==> src/rtl/uart_tx_scheduler.sv <==
// Round-robin share of one UART transmitter between two requesters, 1- or 2-byte messages, low byte first.
// Latency: request sampled at edge N -> grant pulse in N+1 -> first tx_valid in N+2 when the transmitter is free.
// Backpressure: each byte waits in SEND while i_busy is high; a byte whose valid is not answered by busy within BUSY_TO cycles is re-issued.
module uart_tx_scheduler #(
    parameter int DATA_WIDTH = 8,
    parameter int BUSY_TO    = 4
) (
    input  logic                    CLK,
    input  logic                    RST,
    input  logic                    i_req0,
    input  logic [2*DATA_WIDTH-1:0] i_req0_data,
    input  logic                    i_req0_len2,
    output logic                    o_gnt0,
    input  logic                    i_req1,
    input  logic [2*DATA_WIDTH-1:0] i_req1_data,
    input  logic                    i_req1_len2,
    output logic                    o_gnt1,
    input  logic                    i_busy,
    output logic [DATA_WIDTH-1:0]   o_tx_data,
    output logic                    o_tx_valid,
    output logic                    o_idle
);
    localparam int CW = $clog2(BUSY_TO + 1);

    typedef enum logic [1:0] {IDLE, SEND, WAIT_H, WAIT_L} state_t;

    state_t                    state, state_d;
    logic [2*DATA_WIDTH-1:0]   msg_data, msg_data_d;
    logic                      msg_len2, msg_len2_d;
    logic                      byte_idx, byte_idx_d;
    logic                      last_gnt, last_gnt_d;
    logic [CW-1:0]             cnt, cnt_d;
    logic                      gnt0_d, gnt1_d, tx_valid_d, idle_d;
    logic [DATA_WIDTH-1:0]     tx_data_d;
    logic [DATA_WIDTH-1:0]     cur_byte;
    logic                      pick1;

    assign cur_byte = byte_idx ? msg_data[2*DATA_WIDTH-1:DATA_WIDTH] : msg_data[DATA_WIDTH-1:0];
    // Requester 1 wins when alone, or on a tie when requester 0 was served last.
    assign pick1    = i_req1 && (!i_req0 || !last_gnt);

    always_comb begin
        state_d    = state;
        msg_data_d = msg_data;
        msg_len2_d = msg_len2;
        byte_idx_d = byte_idx;
        last_gnt_d = last_gnt;
        cnt_d      = cnt;
        gnt0_d     = 1'b0;
        gnt1_d     = 1'b0;
        tx_valid_d = 1'b0;
        tx_data_d  = o_tx_data;
        case (state)
            IDLE: begin
                if (i_req0 || i_req1) begin
                    if (pick1) begin
                        msg_data_d = i_req1_data;
                        msg_len2_d = i_req1_len2;
                        gnt1_d     = 1'b1;
                        last_gnt_d = 1'b1;
                    end else begin
                        msg_data_d = i_req0_data;
                        msg_len2_d = i_req0_len2;
                        gnt0_d     = 1'b1;
                        last_gnt_d = 1'b0;
                    end
                    byte_idx_d = 1'b0;
                    state_d    = SEND;
                end
            end
            SEND: begin
                if (!i_busy) begin
                    tx_valid_d = 1'b1;
                    tx_data_d  = cur_byte;
                    cnt_d      = '0;
                    state_d    = WAIT_H;
                end
            end
            WAIT_H: begin
                if (i_busy) begin
                    state_d = WAIT_L;
                end else begin
                    cnt_d = cnt + CW'(1);
                    if (cnt == CW'(BUSY_TO - 1)) begin
                        state_d = SEND;
                    end
                end
            end
            WAIT_L: begin
                if (!i_busy) begin
                    if (msg_len2 && !byte_idx) begin
                        byte_idx_d = 1'b1;
                        state_d    = SEND;
                    end else begin
                        state_d = IDLE;
                    end
                end
            end
            default: state_d = IDLE;
        endcase
        idle_d = (state_d == IDLE);
    end

    always_ff @(posedge CLK) begin
        if (RST) begin
            state      <= IDLE;
            msg_data   <= '0;
            msg_len2   <= 1'b0;
            byte_idx   <= 1'b0;
            last_gnt   <= 1'b1;
            cnt        <= '0;
            o_gnt0     <= 1'b0;
            o_gnt1     <= 1'b0;
            o_tx_valid <= 1'b0;
            o_tx_data  <= '0;
            o_idle     <= 1'b1;
        end else begin
            state      <= state_d;
            msg_data   <= msg_data_d;
            msg_len2   <= msg_len2_d;
            byte_idx   <= byte_idx_d;
            last_gnt   <= last_gnt_d;
            cnt        <= cnt_d;
            o_gnt0     <= gnt0_d;
            o_gnt1     <= gnt1_d;
            o_tx_valid <= tx_valid_d;
            o_tx_data  <= tx_data_d;
            o_idle     <= idle_d;
        end
    end
endmodule

==> config.mk <==
export PLATFORM = sky130hd
export DESIGN_NAME = uart_tx_scheduler
export DESIGN_NICKNAME = d
export VERILOG_FILES = /design/src/rtl/uart_tx_scheduler.sv
export SDC_FILE = /design/constraint.sdc
export NUM_CORES = 1
export LEC_CHECK = 0
export CORE_MARGIN = 2
export CORE_UTILIZATION = 40
export DETAILED_ROUTE_END_ITERATION = 8
export PLACE_DENSITY = 0.71
export SETUP_SLACK_MARGIN = 0.2
export SLEW_MARGIN = 25
export SYNTH_ARGS = -nofsm -noshare
export SYNTH_HDL_FRONTEND = slang
export SYNTH_SLANG_ARGS = --single-unit
==> constraint.sdc <==
create_clock -name CLK -period 2.4 [get_ports CLK]
set_input_delay 0.24 -clock CLK [delete_from_list [all_inputs] [get_ports CLK]]
set_output_delay 0.24 -clock CLK [all_outputs]
set_load 0.01 [all_outputs]
==> results.sh, run 1 <==
export IMPL_drc=0
export IMPL_wire_per_inst_microns=14.46
export IMPL_finalCritPeriodShare_pct=79.68
export IMPL_critPathMaxStageDelay_ns=0.65
export IMPL_hold_viol=0
export IMPL_cp_arrival_ns=2.14
export IMPL_n_antenna_cell=0
export IMPL_io_buffers=50
export IMPL_fp_coreArea_sq_um=3716
export IMPL_synth_distinct_cells=29
export IMPL_setup_tns_ns=0
export IMPL_rsz0062_at_grt="no"
export IMPL_synth_edff_count=0
export IMPL_yosysTopAreaCell="dfxtp_1"
export IMPL_syn2layout_area_growth_pct=40.44
export IMPL_root_buffer="clkbuf_8"
export IMPL_fin_ws_ns=0.4876
export IMPL_slowest_stage="a211oi_4"
export IMPL_synth_cells=166
export IMPL_power_mw=1.491
export IMPL_ir_worst_vdd_v=0.0002719
export IMPL_worst_pin_slew_ns=0.7185
export IMPL_cts_buffers=5
export IMPL_dr_pass1_iters=4
export IMPL_first_global_vias=1387
export IMPL_grtUsageTotal_pct=19.43
export IMPL_rrSetupSlack_ns=0.49
export IMPL_postCtsResizedCells=0
export IMPL_synth_top_area_share_pct=45.68
export IMPL_ys_top_cells_by_area="dfxtp_1, a221o_2, nor3_1"
export IMPL_drt_iter0_drc=100
export IMPL_dieArea_sq_um=4463
export IMPL_wl_mm=3.803
export IMPL_rows=22
export IMPL_final_min_clock_period_ns=1.912
export IMPL_ys_flop_type="dfxtp_1"
export IMPL_pre_cts_ws_ns=0.3672
export IMPL_hold_buffers=0
export IMPL_cts_setup_buffers=0
export IMPL_cts_tree="yes"
export IMPL_vias_per_cell=5.274
export IMPL_yosysWarnings=0
export IMPL_cts_path_max_buffers=2
export IMPL_vias=1387
export IMPL_dp_hpwl_mm=2.883
export IMPL_regToRegStartpoint="state[1]$_SDFF_PP0_"
export IMPL_sw_frac_of_total_pct=25.06
export IMPL_hold_depth=1
export IMPL_power_frac_clock_pct=35.2
export IMPL_final_core_util_pct=59.63
export IMPL_critPathKind="flop to flop"
export IMPL_grt_start_max_net_pins=20
export IMPL_ys_ff_latch=36
export IMPL_gp_congestion=0.8189
export IMPL_power_leakage_nw=0.8008
export IMPL_powerDensity_nw_per_um2=673.1
export IMPL_max_slew_margin_rel_pct=51.94
export IMPL_cts_sinks=36
export IMPL_hold_end="msg_data[5]$_SDFFE_PP0P_"
export IMPL_die_h_microns=66.81
export IMPL_maxSlewViolCount=0
export IMPL_antenna_found_initial=0
export IMPL_crit_required_ns=2.63
export IMPL_async_flop_share_pct=0
export IMPL_cp_start_kind="flop"
export IMPL_ant_nets=0
export IMPL_drv_cap=0
export IMPL_syn_area_sq_um=1578
export IMPL_p_switching_mw=0.3738
export IMPL_ys_top_cells_by_count="dfxtp_1, nand2_1, nor3_1, clkbuf_1, nor2_1"
export IMPL_rr_worst_depth=3
export IMPL_yosysMostFrequentCell="dfxtp_1"
export IMPL_end_kind="flop"
export IMPL_fin_nets=255
export IMPL_nFillCells=343
export IMPL_clk_pin_slew_worst_paths_ns=0.07
export IMPL_io_pins=51
export IMPL_drive_above_1_share_pct=13.02
export IMPL_p_seq_share_pct=46.7
export IMPL_die_w_microns=66.81
export IMPL_min_path_type="flop to flop"
export IMPL_rr_endpoint="msg_data[7]$_SDFFE_PP0P_"
export IMPL_clk_latency_ns=0.29
export IMPL_path_buf_inv=0
export IMPL_worstPathMaxFanout=18
export IMPL_syn_num_nets=207
export IMPL_htreeDepth=2
export IMPL_cp_top_family="compound AO/OA/AOI/OAI gates"
export IMPL_status="complete, no violations"
export IMPL_clock_skew_ns=0.004037
export IMPL_cp_cell_sequence="or3_1 -> a211oi_4 -> a221o_2"
export IMPL_avgSynthCellArea_sq_um=9.505
export IMPL_finalSetupViolCount=0
export IMPL_initial_core_util_pct=42.46
export IMPL_internal_power_mw=1.118
export IMPL_yosysSeqAreaShare_pct=45.68
export IMPL_grt_pass1_wl_mm=6.430
export IMPL_p_comb_share_pct=18.2
export IMPL_max_freq_mhz=522.9
export IMPL_hp_start="msg_data[5]$_SDFFE_PP0P_"
export IMPL_gr_total_overflow=0
cell families (layout without fill, tap and decap cells):
family	Yosys count	count (layout)	synth area share (%)
compound gates	44	44	23.55
flops	36	36	45.68
mux	8	8	5.076
simple gates	58	58	18.40
fa+ha+maj	2	2	1.586
buf+inv	18	67	5.709
layout by cell type, fill, tap and decap left out, types with 2 or more instances in the layout:
cell type,instances
a211oi_1,8
a21oi_1,5
a221o_1,8
a221o_2,9
a31oi_1,5
buf_4,6
clkbuf_8,5
clkdlybuf4s50_1,50
dfxtp_1,36
ha_1,2
inv_1,3
mux2i_1,8
nand2_1,18
nor2_1,10
nor2b_1,5
nor3_1,17
nor4b_1,2
o21ai_0,3
worst max-delay path by stage:
stage                              from                         to  slack, ns  depth (start not counted)
CTS                 state[1]$_SDFF_PP0_   msg_data[7]$_SDFFE_PP0P_       0.50                          3
global route        state[1]$_SDFF_PP0_  msg_data[12]$_SDFFE_PP0P_       0.34                          3
global placement                    RST  msg_data[13]$_SDFFE_PP0P_       0.41                          4
finish              state[1]$_SDFF_PP0_   msg_data[7]$_SDFFE_PP0P_       0.49                          3
floorplan           state[1]$_SDFF_PP0_   msg_data[6]$_SDFFE_PP0P_       0.86                          5
detailed placement                  RST  msg_data[12]$_SDFFE_PP0P_       0.37                          4
registers in the layout, indices dropped and copies added (netlist names):
register    count
last_gnt        1
msg_data       16
cnt             3
o_gnt1          1
byte_idx        1
o_tx_data       8
o_gnt0          1
msg_len2        1
o_tx_valid      1
o_idle          1
state           2
layer usage:
| layer | GRT usage [%] | wire, microns | up-vias |
|---|---|---|---|
| li1 | - | - | 718 |
| met1 | 24.82 | 1799 | 629 |
| met2 | 30.63 | 1749 | 35 |
| met3 | 5.743 | 192 | 5 |
| met4 | 7.653 | 61 | 0 |
| met5 | 0 | 0 | - |
power by group through the flow:
stage | combinational, mW | sequential (mW) | clock (mW)
3_3_place_gp | 0.266 | 0.706 | 0
5_1_grt | 0.296 | 0.705 | 0.563
2_1_floorplan | 0.150 | 0.700 | 0
3_5_place_dp | 0.271 | 0.710 | 0
6_report | 0.271 | 0.696 | 0.525
4_1_cts | 0.272 | 0.696 | 0.538
layout make-up:
class	count	area [sq um]	share of cell area [%]
sequential	36	720.7	32.52
timing repair buffer	56	545.5	24.62
tap	48	60.06	2.710
clock inverter	3	42.54	1.920
multi-input combinational	112	767.0	34.61
inverter	3	11.26	0.5082
clock buffer	5	68.82	3.106
metrics by stage:
stage	cell area, sq um	instances	hold WS, ns
after floorplan	1578	166	0.3782
after global placement	2105	255	0.4701
after detailed placement	2105	255	0.4854
after CTS	2216	263	0.5036
after global routing	2216	263	0.5117
final	2216	263	0.4961
(Power assumes the default switching activity.)
==> inputs of run 2 (changes only) <==
Settings changed: PLACE_DENSITY 0.71 to 0.74.
Clock period 2.4 ns to 1.65 ns, I/O delays scaled along.
==> run 2 against run 1 <==
Core utilization grew 2.6 points. Global-route usage shrank 0.82 points. Power grew 49%. Critical path type unchanged. Die area is the same. Clock power grew 46%. Flip-flop and latch count is the same. Worst setup slack lost 0.22 ns.
==> results.sh, run 2 (synthesis gave the netlist of run 1 again) <==
export IMPL_cts_tree="yes"
export IMPL_fin_nets=261
export IMPL_post_place_cells=261
export IMPL_rrSetupSlack_ns=0.27
export IMPL_cts_sinks=36
export IMPL_htreeDepth=2
export IMPL_largest_register_ffs=16
export IMPL_hold_viol=0
export IMPL_cts_setup_buffers=0
export IMPL_fin_ws_ns=0.2725
export IMPL_cp_cell_sequence="buf_4 -> nor2_2 -> a21oi_2 -> buf_12 -> a221o_2"
export IMPL_min_path_type="primary input to flop"
export IMPL_maxSlewViolCount=0
export IMPL_drive_above_1_share_pct=17.19
export IMPL_vias=1418
export IMPL_drv_cap=0
export IMPL_top_register="msg_data"
export IMPL_nFillCells=324
export IMPL_pre_cts_ws_ns=-0.06201
export IMPL_syn2layout_area_growth_pct=46.55
export IMPL_wire_per_inst_microns=14.04
export IMPL_drc=0
export IMPL_antenna_found_initial=0
export IMPL_finalCritPeriodShare_pct=83.49
export IMPL_status="complete, no violations"
export IMPL_grtUsageTotal_pct=18.61
export IMPL_critPathMaxStageDelay_ns=0.39
export IMPL_rr_worst_depth=5
export IMPL_mostFrequentLayoutCells="clkdlybuf4s50_1, dfxtp_1, nand2_1"
export IMPL_postCtsResizedCells=0
export IMPL_max_slew_margin_rel_pct=67.67
export IMPL_final_min_clock_period_ns=1.378
export IMPL_gr_total_overflow=0
export IMPL_grt_start_max_net_pins=20
export IMPL_cp_startpoint="state[0]$_SDFF_PP0_"
export IMPL_io_pins=51
export IMPL_die_h_microns=66.81
export IMPL_rows=22
export IMPL_n_antenna_cell=0
export IMPL_vias_per_cell=5.271
export IMPL_rr_endpoint="msg_data[7]$_SDFFE_PP0P_"
export IMPL_clk_latency_ns=0.29
export IMPL_cp_start_kind="flop"
export IMPL_clk_pin_slew_worst_paths_ns=0.07
export IMPL_ir_worst_vdd_v=0.0004554
export IMPL_fin_cells=269
export IMPL_slowest_stage="a221o_2"
export IMPL_worstPathMaxFanout=19
export IMPL_end_kind="flop"
export IMPL_critPathKind="flop to flop"
export IMPL_cts_path_max_buffers=2
export IMPL_wl_mm=3.778
export IMPL_first_global_vias=1329
export IMPL_max_freq_mhz=725.9
export IMPL_reg_top3="msg_data x16, o_tx_data x8, cnt x3"
export IMPL_ant_nets=0
export IMPL_dieArea_sq_um=4463
export IMPL_dp_hpwl_mm=2.832
export IMPL_die_w_microns=66.81
export IMPL_hold_buffers=0
export IMPL_gp_congestion=0.8259
export IMPL_power_mw=2.220
export IMPL_regToRegStartpoint="state[0]$_SDFF_PP0_"
export IMPL_crit_end="msg_data[7]$_SDFFE_PP0P_"
export IMPL_fp_coreArea_sq_um=3716
export IMPL_cts_buffers=5
export IMPL_cp_arrival_ns=1.55
export IMPL_root_buffer="clkbuf_8"
export IMPL_regArea_sq_um=721.9
export IMPL_multi_input_comb_area_sq_um=779.5
export IMPL_initial_core_util_pct=42.46
export IMPL_final_common_cell="clkdlybuf4s50_1"
export IMPL_io_buffers=50
export IMPL_dr_pass1_iters=4
export IMPL_crit_required_ns=1.82
export IMPL_finalSetupViolCount=0
export IMPL_powerDensity_nw_per_um2=960.1
export IMPL_power_leakage_nw=0.8428
export IMPL_drt_iter0_drc=84
export IMPL_grt_pass1_wl_mm=6.244
export IMPL_worst_pin_slew_ns=0.4843
export IMPL_clock_skew_ns=0.006074
export IMPL_rsz0062_at_grt="no"
-- run 2: per-stage QoR --
step                hold WS [ns]  setup TNS [ns]  utilization [%]  cell area (sq um)
floorplan                 0.3032               0                -               1580
global placement          0.4704         -0.1454            58.89               2188
detailed placement        0.4829         -0.2332            58.89               2188
CTS                       0.4752               0            61.89               2300
global route              0.4721               0            62.22               2312
finish                    0.4824               0            62.22               2312
-- run 2: power breakdown --
part	leakage [nW]	switching (mW)	internal (mW)
clock	0.0541	0.317	0.447
sequential	0.296	0.0497	0.952
combinational	0.493	0.191	0.264
-- run 2: worst max-delay path, delay by kind of cell (launching register included) --
family	cells	cell delay, ns
buf+inv	2	0.32
simple gates	1	0.13
flops	1	0.32
compound gates	2	0.48
-- run 2: area by class of cell --
| class | instances | area share (%) |
|---|---|---|
| clock buffers | 5 | 2.976 |
| clock inverters | 3 | 1.840 |
| inverters | 3 | 0.4870 |
| multi-input cells | 112 | 33.71 |
| flip-flops and latches | 36 | 31.22 |
| well taps | 48 | 2.597 |
| repair buffers | 62 | 27.16 |
-- run 2: how the worst min path moves through the flow --
stage,from,end,slack [ns],cells after the start
6_report,i_req1_len2,msg_len2$_SDFFE_PP0P_,0.48,2
5_1_grt,i_req1_len2,msg_len2$_SDFFE_PP0P_,0.47,2
2_1_floorplan,i_req1_data[0],msg_data[0]$_SDFFE_PP0P_,0.30,1
3_3_place_gp,msg_data[2]$_SDFFE_PP0P_,msg_data[2]$_SDFFE_PP0P_,0.47,1
4_1_cts,i_req1_data[5],msg_data[5]$_SDFFE_PP0P_,0.48,2
3_5_place_dp,msg_data[9]$_SDFFE_PP0P_,msg_data[9]$_SDFFE_PP0P_,0.48,1
-- run 2: metal layers --
metal	track usage (%)	vias to the layer above	part of all wire, %
met4	6.888	0	1.5
met2	29.63	70	46
met3	4.730	8	7.3
met1	24.17	617	45
li1	-	723	-
met5	0	-	0
